==> src/rtl/ddr_resp_pkg.sv <==
// ============================================================================
// ddr_resp_pkg : shared widths, timeout default and FSM encoding
// Rev 1.0
// ============================================================================
`default_nettype none

package ddr_resp_pkg;

    localparam int DDR_ADDR_W  = 27;
    localparam int DDR_DATA_W  = 32;
    localparam int DDR_TIMEOUT = 1023;

    localparam logic [2:0] C_ST_INIT    = 3'd0;
    localparam logic [2:0] C_ST_IDLE    = 3'd1;
    localparam logic [2:0] C_ST_RD_CMD  = 3'd2;
    localparam logic [2:0] C_ST_RD_WAIT = 3'd3;
    localparam logic [2:0] C_ST_WR_CMD  = 3'd4;
    localparam logic [2:0] C_ST_DONE    = 3'd5;

    typedef enum logic [2:0] {
        ST_INIT    = C_ST_INIT,
        ST_IDLE    = C_ST_IDLE,
        ST_RD_CMD  = C_ST_RD_CMD,
        ST_RD_WAIT = C_ST_RD_WAIT,
        ST_WR_CMD  = C_ST_WR_CMD,
        ST_DONE    = C_ST_DONE
    } state_t;

endpackage

`default_nettype wire

==> src/rtl/ddr_req_responder_timeout.sv <==
// ============================================================================
// ddr_timeout_ctr : saturating transaction-age counter with expiry flag
// Rev 1.0
// ============================================================================
`default_nettype none

module ddr_timeout_ctr #(
    parameter int MAX = 1023
) (
    input  logic clk,
    input  logic rst,
    input  logic en,
    input  logic clear,
    output logic expired
);

    localparam int              CNT_W  = $clog2(MAX + 1);
    localparam logic [CNT_W-1:0] C_MAX  = CNT_W'(MAX);
    localparam logic [CNT_W-1:0] C_LAST = CNT_W'(MAX - 1);

    logic [CNT_W-1:0] r_count;

    always_ff @(posedge clk or posedge rst) begin
        if (rst) begin
            r_count <= '0;
        end else if (clear) begin
            r_count <= '0;
        end else if (en && (r_count != C_MAX)) begin
            r_count <= r_count + 1'b1;
        end
    end

    // Fires in the MAX-th enabled cycle, i.e. as the count reaches MAX
    assign expired = en && (r_count >= C_LAST);

endmodule

`default_nettype wire

==> src/rtl/ddr_req_responder.sv <==
// ============================================================================
// ddr_req_responder : CPU level-request to single-word Avalon-MM bridge
// Optional DDR_RD_CACHE_EN adds a one-entry write-through last-read cache.
// Rev 1.0
// ============================================================================
`default_nettype none

module ddr_req_responder
    import ddr_resp_pkg::*;
#(
    parameter int ADDR_W  = DDR_ADDR_W,
    parameter int DATA_W  = DDR_DATA_W,
    parameter int TIMEOUT = DDR_TIMEOUT
) (
    input  logic              clk,
    input  logic              rst,
    input  logic [ADDR_W-1:0] address,
    input  logic [DATA_W-1:0] write_data,
    input  logic              read_req,
    input  logic              write_req,
    output logic [DATA_W-1:0] read_data,
    output logic              waiting,
    output logic [ADDR_W-1:0] avl_address,
    output logic              avl_read,
    output logic              avl_write,
    output logic [DATA_W-1:0] avl_writedata,
    input  logic [DATA_W-1:0] avl_readdata,
    input  logic              avl_rdvalid,
    input  logic              avl_waitreq,
    input  logic              init_done,
    output logic              err
);

    state_t            r_state;
    state_t            w_next;
    logic              w_busy;
    logic              w_expired;
    logic              w_req;
    logic              w_hit;
    logic [DATA_W-1:0] w_hit_data;
    logic [DATA_W-1:0] r_read_data;

    assign w_req  = read_req | write_req;
    assign w_busy = (r_state == ST_RD_CMD) || (r_state == ST_RD_WAIT) || (r_state == ST_WR_CMD);

    ddr_timeout_ctr #(
        .MAX     (TIMEOUT)
    ) u_timeout (
        .clk     (clk),
        .rst     (rst),
        .en      (w_busy),
        .clear   (w_next == ST_IDLE),
        .expired (w_expired)
    );

`ifdef DDR_RD_CACHE_EN
    logic              r_cache_valid;
    logic [ADDR_W-1:0] r_cache_tag;
    logic [DATA_W-1:0] r_cache_data;

    assign w_hit      = (r_state == ST_IDLE) && read_req && !write_req &&
                        r_cache_valid && (r_cache_tag == address);
    assign w_hit_data = r_cache_data;
    // A hit completes in the request cycle, so the cached word bypasses the register
    assign read_data  = w_hit ? r_cache_data : r_read_data;

    always_ff @(posedge clk or posedge rst) begin
        if (rst) begin
            r_cache_valid <= 1'b0;
            r_cache_tag   <= '0;
            r_cache_data  <= '0;
        end else if (w_expired) begin
            r_cache_valid <= 1'b0;
        end else if ((r_state == ST_RD_WAIT) && avl_rdvalid) begin
            r_cache_valid <= 1'b1;
            r_cache_tag   <= avl_address;
            r_cache_data  <= avl_readdata;
        end else if ((r_state == ST_WR_CMD) && !avl_waitreq &&
                     r_cache_valid && (r_cache_tag == avl_address)) begin
            r_cache_data  <= avl_writedata;
        end
    end
`else
    assign w_hit      = 1'b0;
    assign w_hit_data = '0;
    assign read_data  = r_read_data;
`endif

    always_comb begin
        w_next  = r_state;
        waiting = 1'b0;
        case (r_state)
            ST_INIT: begin
                waiting = 1'b1;
                if (init_done) w_next = ST_IDLE;
            end
            ST_IDLE: begin
                if (w_req && !w_hit) begin
                    waiting = 1'b1;
                    w_next  = write_req ? ST_WR_CMD : ST_RD_CMD;
                end
            end
            ST_RD_CMD: begin
                waiting = 1'b1;
                if (w_expired)         w_next = ST_DONE;
                else if (!avl_waitreq) w_next = ST_RD_WAIT;
            end
            ST_RD_WAIT: begin
                waiting = 1'b1;
                if (w_expired || avl_rdvalid) w_next = ST_DONE;
            end
            ST_WR_CMD: begin
                waiting = 1'b1;
                if (w_expired || !avl_waitreq) w_next = ST_DONE;
            end
            ST_DONE: begin
                w_next = ST_IDLE;
            end
            default: begin
                w_next  = ST_INIT;
                waiting = 1'b1;
            end
        endcase
    end

    always_ff @(posedge clk or posedge rst) begin
        if (rst) begin
            r_state       <= ST_INIT;
            r_read_data   <= '0;
            avl_read      <= 1'b0;
            avl_write     <= 1'b0;
            avl_address   <= '0;
            avl_writedata <= '0;
            err           <= 1'b0;
        end else begin
            r_state   <= w_next;
            // Strobes follow the command states; a timeout drops them with the state
            avl_read  <= (w_next == ST_RD_CMD);
            avl_write <= (w_next == ST_WR_CMD);
            if ((r_state == ST_IDLE) && w_req && !w_hit) begin
                avl_address   <= address;
                avl_writedata <= write_data;
            end
            if (w_expired) begin
                err <= 1'b1;
            end
            if ((r_state == ST_RD_WAIT) && avl_rdvalid && !w_expired) begin
                r_read_data <= avl_readdata;
            end else if (w_hit) begin
                r_read_data <= w_hit_data;
            end
        end
    end

endmodule

`default_nettype wire

==> config.mk <==
export PLATFORM = sky130hd
export DESIGN_NAME = ddr_req_responder
export DESIGN_NICKNAME = d
export VERILOG_FILES = /design/src/rtl/ddr_resp_pkg.sv /design/src/rtl/ddr_req_responder_timeout.sv /design/src/rtl/ddr_req_responder.sv
export SDC_FILE = /design/constraint.sdc
export NUM_CORES = 1
export LEC_CHECK = 0
export CAP_MARGIN = 15
export CORE_MARGIN = 8
export CORE_UTILIZATION = 44
export CTS_BUF_LIST = sky130_fd_sc_hd__clkbuf_2 sky130_fd_sc_hd__clkbuf_4 sky130_fd_sc_hd__clkbuf_8
export DETAILED_ROUTE_END_ITERATION = 7
export PLACE_DENSITY = 0.95
export SYNTH_ARGS = -nofsm -noshare
export SYNTH_HDL_FRONTEND = slang
export SYNTH_HIERARCHICAL = 1
export SYNTH_SLANG_ARGS = --single-unit
==> constraint.sdc <==
create_clock -name clk -period 3.7 [get_ports clk]
set_clock_uncertainty 0.2 [all_clocks]
set_input_delay 0.37 -clock clk [delete_from_list [all_inputs] [get_ports clk]]
set_output_delay 0.37 -clock clk [all_outputs]
set_load 0.1 [all_outputs]
==> run metrics <==
RSZ-0062 raised after global routing no; syn avg cell area 14.5 µm²; Crit Path Class reg -> reg; Critical Path Start r_state[1]; post-layout util 0.680; clock sink count 107; Top Usage Layer GRT met2; Post-DRT Antenna Nets 0; I/O Buffers 192; Worst-path clk slew 0.10 ns; Max Fanout on Critical Path 32; final period utilization 0.874; crit end category flop; # DRC 0; final instance area 0.00665 mm²; Fin. Hold Viols 0; initial DRC count 174; Area growth, synth to finish 49.6%; sequential-to-total area share from yosys stat 0.603; Layout Nets 599; Antenna Cells 0; post-synthesis cell count 307; total track usage 0.177; Synth Net Count 407; hold_buf cts 0; gp weighted congestion 0.781; RR Startpoint r_state[1]; die area 0.0136 mm²; M2 GR Usage 0.319; average wire per standard cell 18.9 µm; Post-synth EDFFs 0; ys async rst share 1.00; largest net degree at the start of global routing 60; Die Ht 116 µm; Synth Flop Type dfrtp_1; PostCTS Resize Cnt 0; max-slew violation count 0; setup TNS 0 ns; ratio of cells with drive above 1 in the final layout 0.226; standard-cell rows 36; endpoints failing setup 0; CP arrival 3.29 ns; worst slew pin tran 1.02 ns; Total Wirelength 12.0 mm; flops & latches, synth 107; Area after DPL 0.00646 mm²; Max-Slew Margin vs Limit 0.320; Max Cap Violations 0; Yosys cell types 43; crit path time final 3.23 ns; IO Pins 193; Initial Util 0.455; Req. time, crit path 3.76 ns; met3 Use GR 0.0579; via density per instance 5.08; root buffer cell clkbuf_8; first-pass GRT wire length 18.5 mm; synth warn 6; Post-Synthesis Cell Area 0.00444 mm²; Skew-Pair Late Insertion Delay 0.37 ns; first drt pass iteration count 4; outcome completed; initial antenna violation count 0; Setup Fix Bufs, Post-CTS 0; htree depth 3; Core ar. 0.00977 mm²; clk buf depth 2; vias in the first global route 3641; final global-route overflow total 0; DPL Wire Length 9.33 mm; HP Class in -> async; TritonCTS Buffers 9; met1 Use GR 0.184; fmax 309 MHz; die span in x 116 µm; Worst setup SP type flop; via count 3239; CTS tree built
[per-stage QoR]
step                      setup WS [ns]  hold slack [ns]  cells
after global placement            0.657            0.265    621
after floorplan                   0.505           0.0102    307
after CTS                         0.492            0.155    637
after detailed placement          0.502            0.256    621
final                             0.466            0.153    637
after global routing              0.232            0.189    637
[worst paths after layout]
check / end / slack (ns) / depth (start not counted)
worst min-delay path: u_timeout/r_count[8] / 0.15 / 2
min in group clk: err / 0.28 / 1
worst max-delay path: read_data[19] / 0.47 / 7
worst min register to register: err / 0.28 / 1
max in group asynchronous: read_data[2] / 2.35 / 3
worst max register to register: read_data[19] / 0.47 / 7
[worst max-delay path: stages (launching register included)]
cell and delay (ns):
dfrtp_1 0.52, or3b_2 0.54, nand2_1 0.28, o21ai_0 0.14, nor2_1 0.24, and2b_1 0.25, nand3_2 0.52, mux2_2 0.42
[final cells by class]
class / count / area, µm²
fill: 662 / 3130
sequential: 107 / 2680
timing repair buffer: 195 / 1950
multi-input combinational: 178 / 1630
tap: 133 / 166
clock buffer: 11 / 151
clock inverter: 5 / 35.0
inverter: 8 / 32.5
[sequential cells by signal, summed over array words and instances (netlist names)]
| register | count |
|---|---|
| avl_address | 27 |
| avl_read | 1 |
| avl_write | 1 |
| avl_writedata | 32 |
| err | 1 |
| r_state | 3 |
| read_data | 32 |
| u_timeout/r_count | 10 |
[metal layers]
metal  up-vias  wire length, µm
li1       1482                -
met5         -                0
met2       135             6290
met1      1598             4150
met4         0              259
met3        24             1310
[cell usage after synthesis (2+ instances only)]
cell type  number  area [µm²]
buf_4           5        37.5
mux2_2         83         935
a311oi_1        2        17.5
nor2_1         10        37.5
o21ai_0         4        20.0
or4_1           2        15.0
a21oi_1         4        20.0
nand2_1         8        30.0
ha_1            2        25.0
and3_1          2        12.5
buf_2           4        20.0
nand3_1         6        30.0
a211oi_1        6        45.0
nor2b_1         6        37.5
or2_2           2        12.5
or3_1           2        12.5
a31oi_1         2        12.5
nand2b_1        3        18.8
buf_6           4        45.0
inv_1           8        30.0
dfrtp_1       107        2680
mux2_1         13         146
a2111oi_2       2        30.0
[logic make-up (layout without fill, tap and decap cells)]
family          after synthesis  after routing  share of synthesized area
fa+ha+maj                     2              2                    0.00563
flops                       107            107                      0.603
simple gates                 52             52                     0.0693
mux                          96             96                      0.243
compound gates               28             28                     0.0484
buf+inv                      22            219                     0.0307
[cell usage in the layout, fill, tap and decap left out, types with 3 or more instances in the layout]
master / n
clkdlybuf4s50_1: 191
dfrtp_1: 107
mux2_2: 83
mux2_1: 13
clkbuf_8: 11
nor2_1: 10
nand2_1: 8
inv_1: 7
nor2b_1: 6
nand3_1: 6
a211oi_1: 6
a21oi_1: 4
o21ai_0: 4
nand2b_1: 3
buf_4: 3
Power is not shown: default switching activity piles up to over one toggle a cycle in this logic, so the estimate is an artifact.
